===== src/rtl/gpio_bank_pkg.sv =====
// gpio_bank shared definitions.
// Register word addresses and bus constants.
package gpio_bank_pkg;

  localparam int GPIO_NREGS = 8;
  localparam int GPIO_BUS_W = 32;

  localparam logic [31:0] GPIO_DIR      = 32'd0;
  localparam logic [31:0] GPIO_OUT      = 32'd1;
  localparam logic [31:0] GPIO_IN       = 32'd2;
  localparam logic [31:0] GPIO_INT_EN   = 32'd3;
  localparam logic [31:0] GPIO_INT_RISE = 32'd4;
  localparam logic [31:0] GPIO_STATUS   = 32'd5;
  localparam logic [31:0] GPIO_OUT_SET  = 32'd6;
  localparam logic [31:0] GPIO_OUT_CLR  = 32'd7;

endpackage


===== src/rtl/gpio_sync.sv =====
// Multi-bit, multi-stage input synchroniser.
// Each bit is synchronised independently; no bus coherency.
module gpio_sync #(
  parameter int NPINS  = 32,
  parameter int STAGES = 2
) (
  input  logic             clk,
  input  logic             rst_n,
  input  logic [NPINS-1:0] d,
  output logic [NPINS-1:0] q
);

  logic [NPINS-1:0] chain [STAGES];

  always_ff @(posedge clk or negedge rst_n) begin
    if (!rst_n) begin
      for (int i = 0; i < STAGES; i++) begin
        chain[i] <= '0;
      end
    end else begin
      chain[0] <= d;
      for (int i = 1; i < STAGES; i++) begin
        chain[i] <= chain[i-1];
      end
    end
  end

  assign q = chain[STAGES-1];

endmodule


===== src/rtl/gpio_bank.sv =====
// Parametrised GPIO bank: direction, set/clear outputs,
// synchronised inputs and per-pin edge interrupts.
module gpio_bank #(
  parameter int NPINS       = 32,
  parameter int SYNC_STAGES = 2,
  parameter int ADDR_W      = 3
) (
  input  logic              clk,
  input  logic              rst_n,
  input  logic              req_i,
  input  logic              we_i,
  input  logic [ADDR_W-1:0] addr_i,
  input  logic [31:0]       wdata_i,
  output logic [31:0]       rdata_o,
  output logic              rvalid_o,
  output logic              err_o,
  input  logic [NPINS-1:0]  gpio_in,
  output logic [NPINS-1:0]  gpio_out,
  output logic [NPINS-1:0]  gpio_oeb,
  output logic              irq_o
);

  import gpio_bank_pkg::*;

  logic [NPINS-1:0] dir_q;
  logic [NPINS-1:0] out_q;
  logic [NPINS-1:0] int_en_q;
  logic [NPINS-1:0] int_rise_q;
  logic [NPINS-1:0] status_q;
  logic [NPINS-1:0] status_d;
  logic [NPINS-1:0] sync_q;
  logic [NPINS-1:0] prev_q;
  logic [NPINS-1:0] edge_v;
  logic [NPINS-1:0] w1c;
  logic [NPINS-1:0] wdata_m;
  logic [NPINS-1:0] rd_val;
  logic [31:0]      addr_ext;
  logic [31:0]      rdata_q;
  logic             rvalid_q;
  logic             err_q;
  logic             irq_q;
  logic             acc_err;
  logic             wr;

  gpio_sync #(
    .NPINS  (NPINS),
    .STAGES (SYNC_STAGES)
  ) u_sync (
    .clk   (clk),
    .rst_n (rst_n),
    .d     (gpio_in),
    .q     (sync_q)
  );

  assign addr_ext = 32'(addr_i);
  assign wdata_m  = wdata_i[NPINS-1:0];
  assign wr       = req_i & we_i;

  // Only the sync/prev pair feeds detection, so
  // reprogramming INT_RISE cannot fake an edge.
  assign edge_v = (sync_q & ~prev_q & int_rise_q)
                | (~sync_q & prev_q & ~int_rise_q);

  assign w1c = (wr && addr_ext == GPIO_STATUS)
             ? wdata_m : '0;

  assign status_d = (status_q & ~w1c) | edge_v;

  always_comb begin
    rd_val  = '0;
    acc_err = 1'b0;
    unique case (addr_ext)
      GPIO_DIR:      rd_val = dir_q;
      GPIO_OUT:      rd_val = out_q;
      GPIO_IN: begin
        rd_val  = sync_q;
        acc_err = we_i;
      end
      GPIO_INT_EN:   rd_val = int_en_q;
      GPIO_INT_RISE: rd_val = int_rise_q;
      GPIO_STATUS:   rd_val = status_q;
      GPIO_OUT_SET:  rd_val = '0;
      GPIO_OUT_CLR:  rd_val = '0;
      default:       acc_err = 1'b1;
    endcase
  end

  always_ff @(posedge clk or negedge rst_n) begin
    if (!rst_n) begin
      dir_q      <= '0;
      out_q      <= '0;
      int_en_q   <= '0;
      int_rise_q <= '0;
    end else if (wr) begin
      case (addr_ext)
        GPIO_DIR:      dir_q      <= wdata_m;
        GPIO_OUT:      out_q      <= wdata_m;
        GPIO_INT_EN:   int_en_q   <= wdata_m;
        GPIO_INT_RISE: int_rise_q <= wdata_m;
        GPIO_OUT_SET:  out_q      <= out_q | wdata_m;
        GPIO_OUT_CLR:  out_q      <= out_q & ~wdata_m;
        default: ;
      endcase
    end
  end

  always_ff @(posedge clk or negedge rst_n) begin
    if (!rst_n) begin
      status_q <= '0;
      prev_q   <= '0;
      irq_q    <= 1'b0;
    end else begin
      status_q <= status_d;
      prev_q   <= sync_q;
      irq_q    <= |(status_q & int_en_q);
    end
  end

  always_ff @(posedge clk or negedge rst_n) begin
    if (!rst_n) begin
      rvalid_q <= 1'b0;
      err_q    <= 1'b0;
      rdata_q  <= '0;
    end else begin
      rvalid_q <= req_i;
      err_q    <= req_i & acc_err;
      rdata_q  <= (req_i && !we_i) ? 32'(rd_val) : '0;
    end
  end

  assign rdata_o  = rdata_q;
  assign rvalid_o = rvalid_q;
  assign err_o    = err_q;
  assign irq_o    = irq_q;
  assign gpio_out = out_q;
  assign gpio_oeb = ~dir_q;

endmodule

===== config.mk =====
export PLATFORM = sky130hd
export DESIGN_NAME = gpio_bank
export DESIGN_NICKNAME = d
export VERILOG_FILES = /design/src/rtl/gpio_bank_pkg.sv /design/src/rtl/gpio_sync.sv /design/src/rtl/gpio_bank.sv
export SDC_FILE = /design/constraint.sdc
export NUM_CORES = 1
export LEC_CHECK = 0
export ABC_AREA = 1
export CORE_ASPECT_RATIO = 0.75
export CORE_UTILIZATION = 35
export CTS_CLUSTER_DIAMETER = 150
export DETAILED_ROUTE_END_ITERATION = 8
export PLACE_DENSITY = 0.63
export SYNTH_ARGS = -nofsm -noshare
export SYNTH_HDL_FRONTEND = slang
export SYNTH_SLANG_ARGS = --single-unit

===== constraint.sdc =====
create_clock -name clk -period 0.87 [get_ports clk]
set_input_delay 0.261 -clock clk [delete_from_list [all_inputs] [get_ports clk]]
set_output_delay 0.261 -clock clk [all_outputs]
set_load 0.1 [all_outputs]

Word level (Yosys, flattened, before mapping)
Cells that the tools add are included.
{ "totals": {"regBits": 291, "output_inout_bits": 99, "elab_cells": 53} }
{ "classes": {"n_eq_ne": 7, "n_mux": 5, "bitwise_logic": 18, "n_reduce_logical": 11} }
{ "op_table": {"columns": ["operator", "count"], "rows": [
  ["AND 32 bit", 7],
  ["inverter 32 bit", 6],
  ["one-hot mux 32 bit (6 select lines)", 1],
  ["bitwise OR 32 bit", 3],
  ["one-hot mux 32 bit (3 select lines)", 1],
  ["2-to-1 mux 32 bit", 2],
  ["logical NOT 32 bit", 1],
  ["OR reduction 32 bit", 1],
  ["equality test 3 bit, second input constant", 4],
  ["AND reduction 2 bit", 4],
  ["OR reduction 7 bit", 1],
  ["equality test 3 x 2 -> 1 bit, second input constant", 2],
  ["equality test 3 x 1 -> 1 bit, second input constant", 1],
  ["nonzero test 3 bit", 1],
  ["AND 1 bit", 2],
  ["logical AND 1 bit", 2],
  ["one-hot mux 1 bit (2 select lines)", 1],
  ["logical NOT 1 bit", 1]
]} }

Longest topological paths before layout
{ "logic_depth": {"depth_word": 6, "depth_mapped": 8, "mapped_depth_nobuf": 7} }

Hierarchy
A second synthesis with hierarchy kept.
{ "hier_totals": {"cells_unflattened": 1419, "hier_area_um2": 12509.5} }
{ "modules_own_cells": {"columns": ["mod", "instances", "cells_per_inst", "area_each_um2", "seq_area_each_um2"], "rows": [
  ["gpio_bank", 1, 1323, 10667.7, 5680.4],
  ["gpio_sync", 1, 96, 1841.8, 1601.5]
]} }

Worst setup path after synthesis
OpenSTA, ideal clock, no wires.
{ "synth_path": {"kind": "reg2reg", "startpoint": "reg out_q[19] (netlist: gpio_out[19])", "endpoint": "reg rdata_q[19] (netlist: rdata_o[19])", "setup_ns": 0.078, "arrival_ns": 1.311, "required_ns": 0.792, "setup_slack_ns": -0.519, "path_stages_with_launch": 5, "cell_sequence": "dfrtp_1 -> nand4_1 -> nand2_1 -> inv_1 -> a21oi_1"} }
{ "synth_between": {"elab_chain_cells": 2} }
{ "synth_lines": {"columns": ["element", "line_no", "rtl"], "rows": [
  ["from (decl)", "gpio_bank.sv:26", "logic [NPINS-1:0] out_q;"],
  ["from (signal assigned)", "gpio_bank.sv:97", "GPIO_OUT: out_q <= wdata_m;"],
  ["from (signal assigned)", "gpio_bank.sv:100", "GPIO_OUT_SET: out_q <= out_q | wdata_m;"],
  ["from (signal assigned)", "gpio_bank.sv:101", "GPIO_OUT_CLR: out_q <= out_q & ~wdata_m;"],
  ["one-hot mux 32 bit (6 select lines)", "gpio_bank.sv:72", "unique case (addr_ext)"],
  ["2-to-1 mux 32 bit", "gpio_bank.sv:127", "rdata_q <= (req_i && !we_i) ? 32'(rd_val) : '0;"],
  ["to (signal assigned)", "gpio_bank.sv:127", null],
  ["to (decl)", "gpio_bank.sv:38", "logic [31:0] rdata_q;"]
]} }
No other way between the ends.
A chain may end at the register's enable or synchronous reset.

Worst setup path after layout
{ "layout_path": {"startpoint": "reg dir_q[24]", "endpoint": "out gpio_oeb[24]"} }
{ "layout_between": {"elab_chain_cells": 1} }
{ "layout_lines": {"columns": ["element", "line_no", "rtl"], "rows": [
  ["from (decl)", "gpio_bank.sv:25", "logic [NPINS-1:0] dir_q;"],
  ["from (signal assigned)", "gpio_bank.sv:96", "GPIO_DIR: dir_q <= wdata_m;"],
  ["inverter 32 bit", "gpio_bank.sv:136", "assign gpio_oeb = ~dir_q;"],
  ["to (decl)", "gpio_bank.sv:19", "output logic [NPINS-1:0] gpio_oeb,"]
]} }
No other way between the ends.

==> flow_metrics.tcl <==
set metrics [dict create \
    final_cell_mix "nand2_1, dfrtp_1, buf_12" \
    insertion_delay_ns 0.56 \
    grtUsageTotal 0.2317 \
    vdd_ir_drop_max_uv 1548 \
    coreArea_um2 33820 \
    outcome "finished with violations" \
    avgRoutedWirePerCell_um 18.33 \
    synthDistinctLibCells 17 \
    synth_seq_cells 291 \
    finalCritPeriodShare 1.808 \
    cp.required_ns 0.61 \
    syn_nets 1464 \
    tns_ns -66.21 \
    arrival_ns 1.31 \
    hp-class "in -> async" \
    worstRegToRegCells 6 \
    setup_slack_ns -0.7029 \
    slew_viol_final 0 \
    syn_to_final_growth_pct 64.73 \
    root_buffer "clkbuf_16" \
    skew_ns 0.008225 \
    diodes 0 \
    drv_cap 0 \
    ios 170 \
    vias 11390 \
    layout_commonest_cell "nand2_1" \
    crit_type "reg -> out" \
    htree_levels 1 \
    violations "setup timing" \
    start_util 0.3586 \
    numCtsBuffers 29 \
    layout.nets 1864 \
    fmax_ghz 0.6358 \
    critPathMaxFanout 2 \
    avgSynthCellArea_um2 8.706 \
    relSlewSlack 0.7923 \
    clk_pin_slew_ns 0.06 \
    grt_pass1_vias 11090 \
    setup_viol 140 \
    grt_pass1_wl_um 63180 \
    io_buffers 169 \
    syn_inst 1393 \
    rsz0062_at_grt "yes" \
    drt_iter0_markers 997 \
    place_congestion 0.8331 \
    cts_buffer_depth 3 \
    hpwl_um 26170 \
    die-width_um 216.9 \
    cts_tree "yes" \
    rows 58 \
    yosysWarnings 0 \
    overflow 0 \
    utilization 0.5908 \
    drt_wl_total_um 41500 \
    worst_slew_pin_slew_ns 0.3115 \
    end_kind "output pin" \
    final-hold-violation-count 0 \
    die-area_um2 35410 \
    die_height_um 163.2 \
    drc 0 \
    min_period_ns 1.573 \
    clock-sinks 291 \
    powerDensity_nw_per_um2 2278 \
    grt_start_max_net_pins 43 \
    antenna_found_initial 0 \
    yosysSeqAreaShare 0.6004 \
    ant_nets 0 \
    synth_area_um2 12130 \
    final_layout_size_suffix_gt1_frac 0.3853 \
    critPathLaunchType "flip-flop" \
    viasPerCell 5.032 \
    firstDrtPassIters 8 \
    power.leakage_uw 0.009068 \
]
-- path summary, 6_finish.rpt --
kind | from | to | slack (ns)
max | dir_q[24] | gpio_oeb[24] | -0.70
min in group clk | we_i | err_o | 0.08
max reg2reg | dir_q[18] | rdata_o[18] | -0.21
min reg2reg | u_sync.chain[36] | u_sync.q[4] | 0.35
max in group asynchronous | rst_n | rdata_o[30] | 0.19
min | rst_n | rdata_o[8] | 0.08
-- metal layers --
layer	global-route usage	up-vias	wire [um]
met2	0.3702	461	19260
met3	0.03594	73	2960
met4	0.05698	0	979
met1	0.3303	5537	18300
met5	0	-	0
li1	-	5322	-
-- cells in the mapped netlist --
cell type | number | share of area
nand4_1 | 68 | 0.035
nor2_2 | 1 | 0.00052
nand3b_1 | 31 | 0.019
nand3_1 | 100 | 0.041
o21ai_1 | 5 | 0.0021
o21ai_0 | 155 | 0.064
a21oi_1 | 32 | 0.013
nor2_1 | 136 | 0.042
nand2_1 | 387 | 0.12
inv_1 | 110 | 0.034
clkbuf_1 | 41 | 0.013
buf_1 | 7 | 0.0022
inv_2 | 1 | 0.00031
nand3_2 | 2 | 0.0017
buf_4 | 4 | 0.0025
buf_2 | 22 | 0.0091
dfrtp_1 | 291 | 0.60
-- kinds of logic (layout without fill, tap and decap cells) --
group / Yosys count / after routing / synth area share
flip-flops: 291 / 291 / 0.6004
AO/OA/AOI/OAI: 192 / 192 / 0.07923
AND/OR/NAND/NOR: 725 / 725 / 0.2596
buffers and inverters: 185 / 606 / 0.06077
-- critical path, cell delays in order (launching register included) --
cell	delay (ns)
dfrtp_1	0.44
clkinvlp_4	0.14
buf_12	0.18
-- sequential cells by signal (all words and copies together) (netlist names) --
register,cells
err_o,1
prev_q,32
status_q,32
dir_q,32
u_sync.q,32
int_en_q,32
irq_o,1
int_rise_q,32
gpio_out,32
rvalid_o,1
u_sync.chain,32
rdata_o,32
-- layout make-up --
| class | count | area (um2) |
|---|---|---|
| Timing Repair Buffer | 443 | 5720 |
| Tap cell | 450 | 563.0 |
| Multi-Input combinational cell | 917 | 4679 |
| Inverter | 111 | 559.3 |
| Clock buffer | 44 | 852.1 |
| Clock inverter | 8 | 65.06 |
| Sequential cell | 291 | 7538 |
| Fill cell | 2814 | 13840 |
-- power by group --
part | switching [uW] | internal (uW)
Combinational | 9480 | 6790
Clock | 5280 | 7000
Sequential | 1540 | 15400
Total | 16300 | 29200
-- through the flow --
stage	instances	area, um2	total power, uW	hold slack (ns)	setup WS (ns)
floorplan	1393	12790	24690	-0.03459	-0.2419
global placement	2119	17310	30960	0.05140	-0.8366
detailed placement	2119	17310	31160	0.04945	-0.8670
CTS	2244	19320	44840	0.06506	-0.7195
global route	2264	19980	47310	0.07466	-0.7468
finish	2264	19980	45520	0.07757	-0.7029
-- repair_timing --
| action | in CTS | in global routing |
|---|---|---|
| hold endpoints to repair | 292 | 0 |
| gates resized for setup | 147 | 195 |
| hold buffers | 2 | 0 |
| cloned | 6 | 1 |
| buffers inserted | 65 | 33 |
| setup endpoints to repair | 292 | 198 |
| pin swaps | 77 | 107 |
Note: power is estimated with default switching activity, not from simulation.
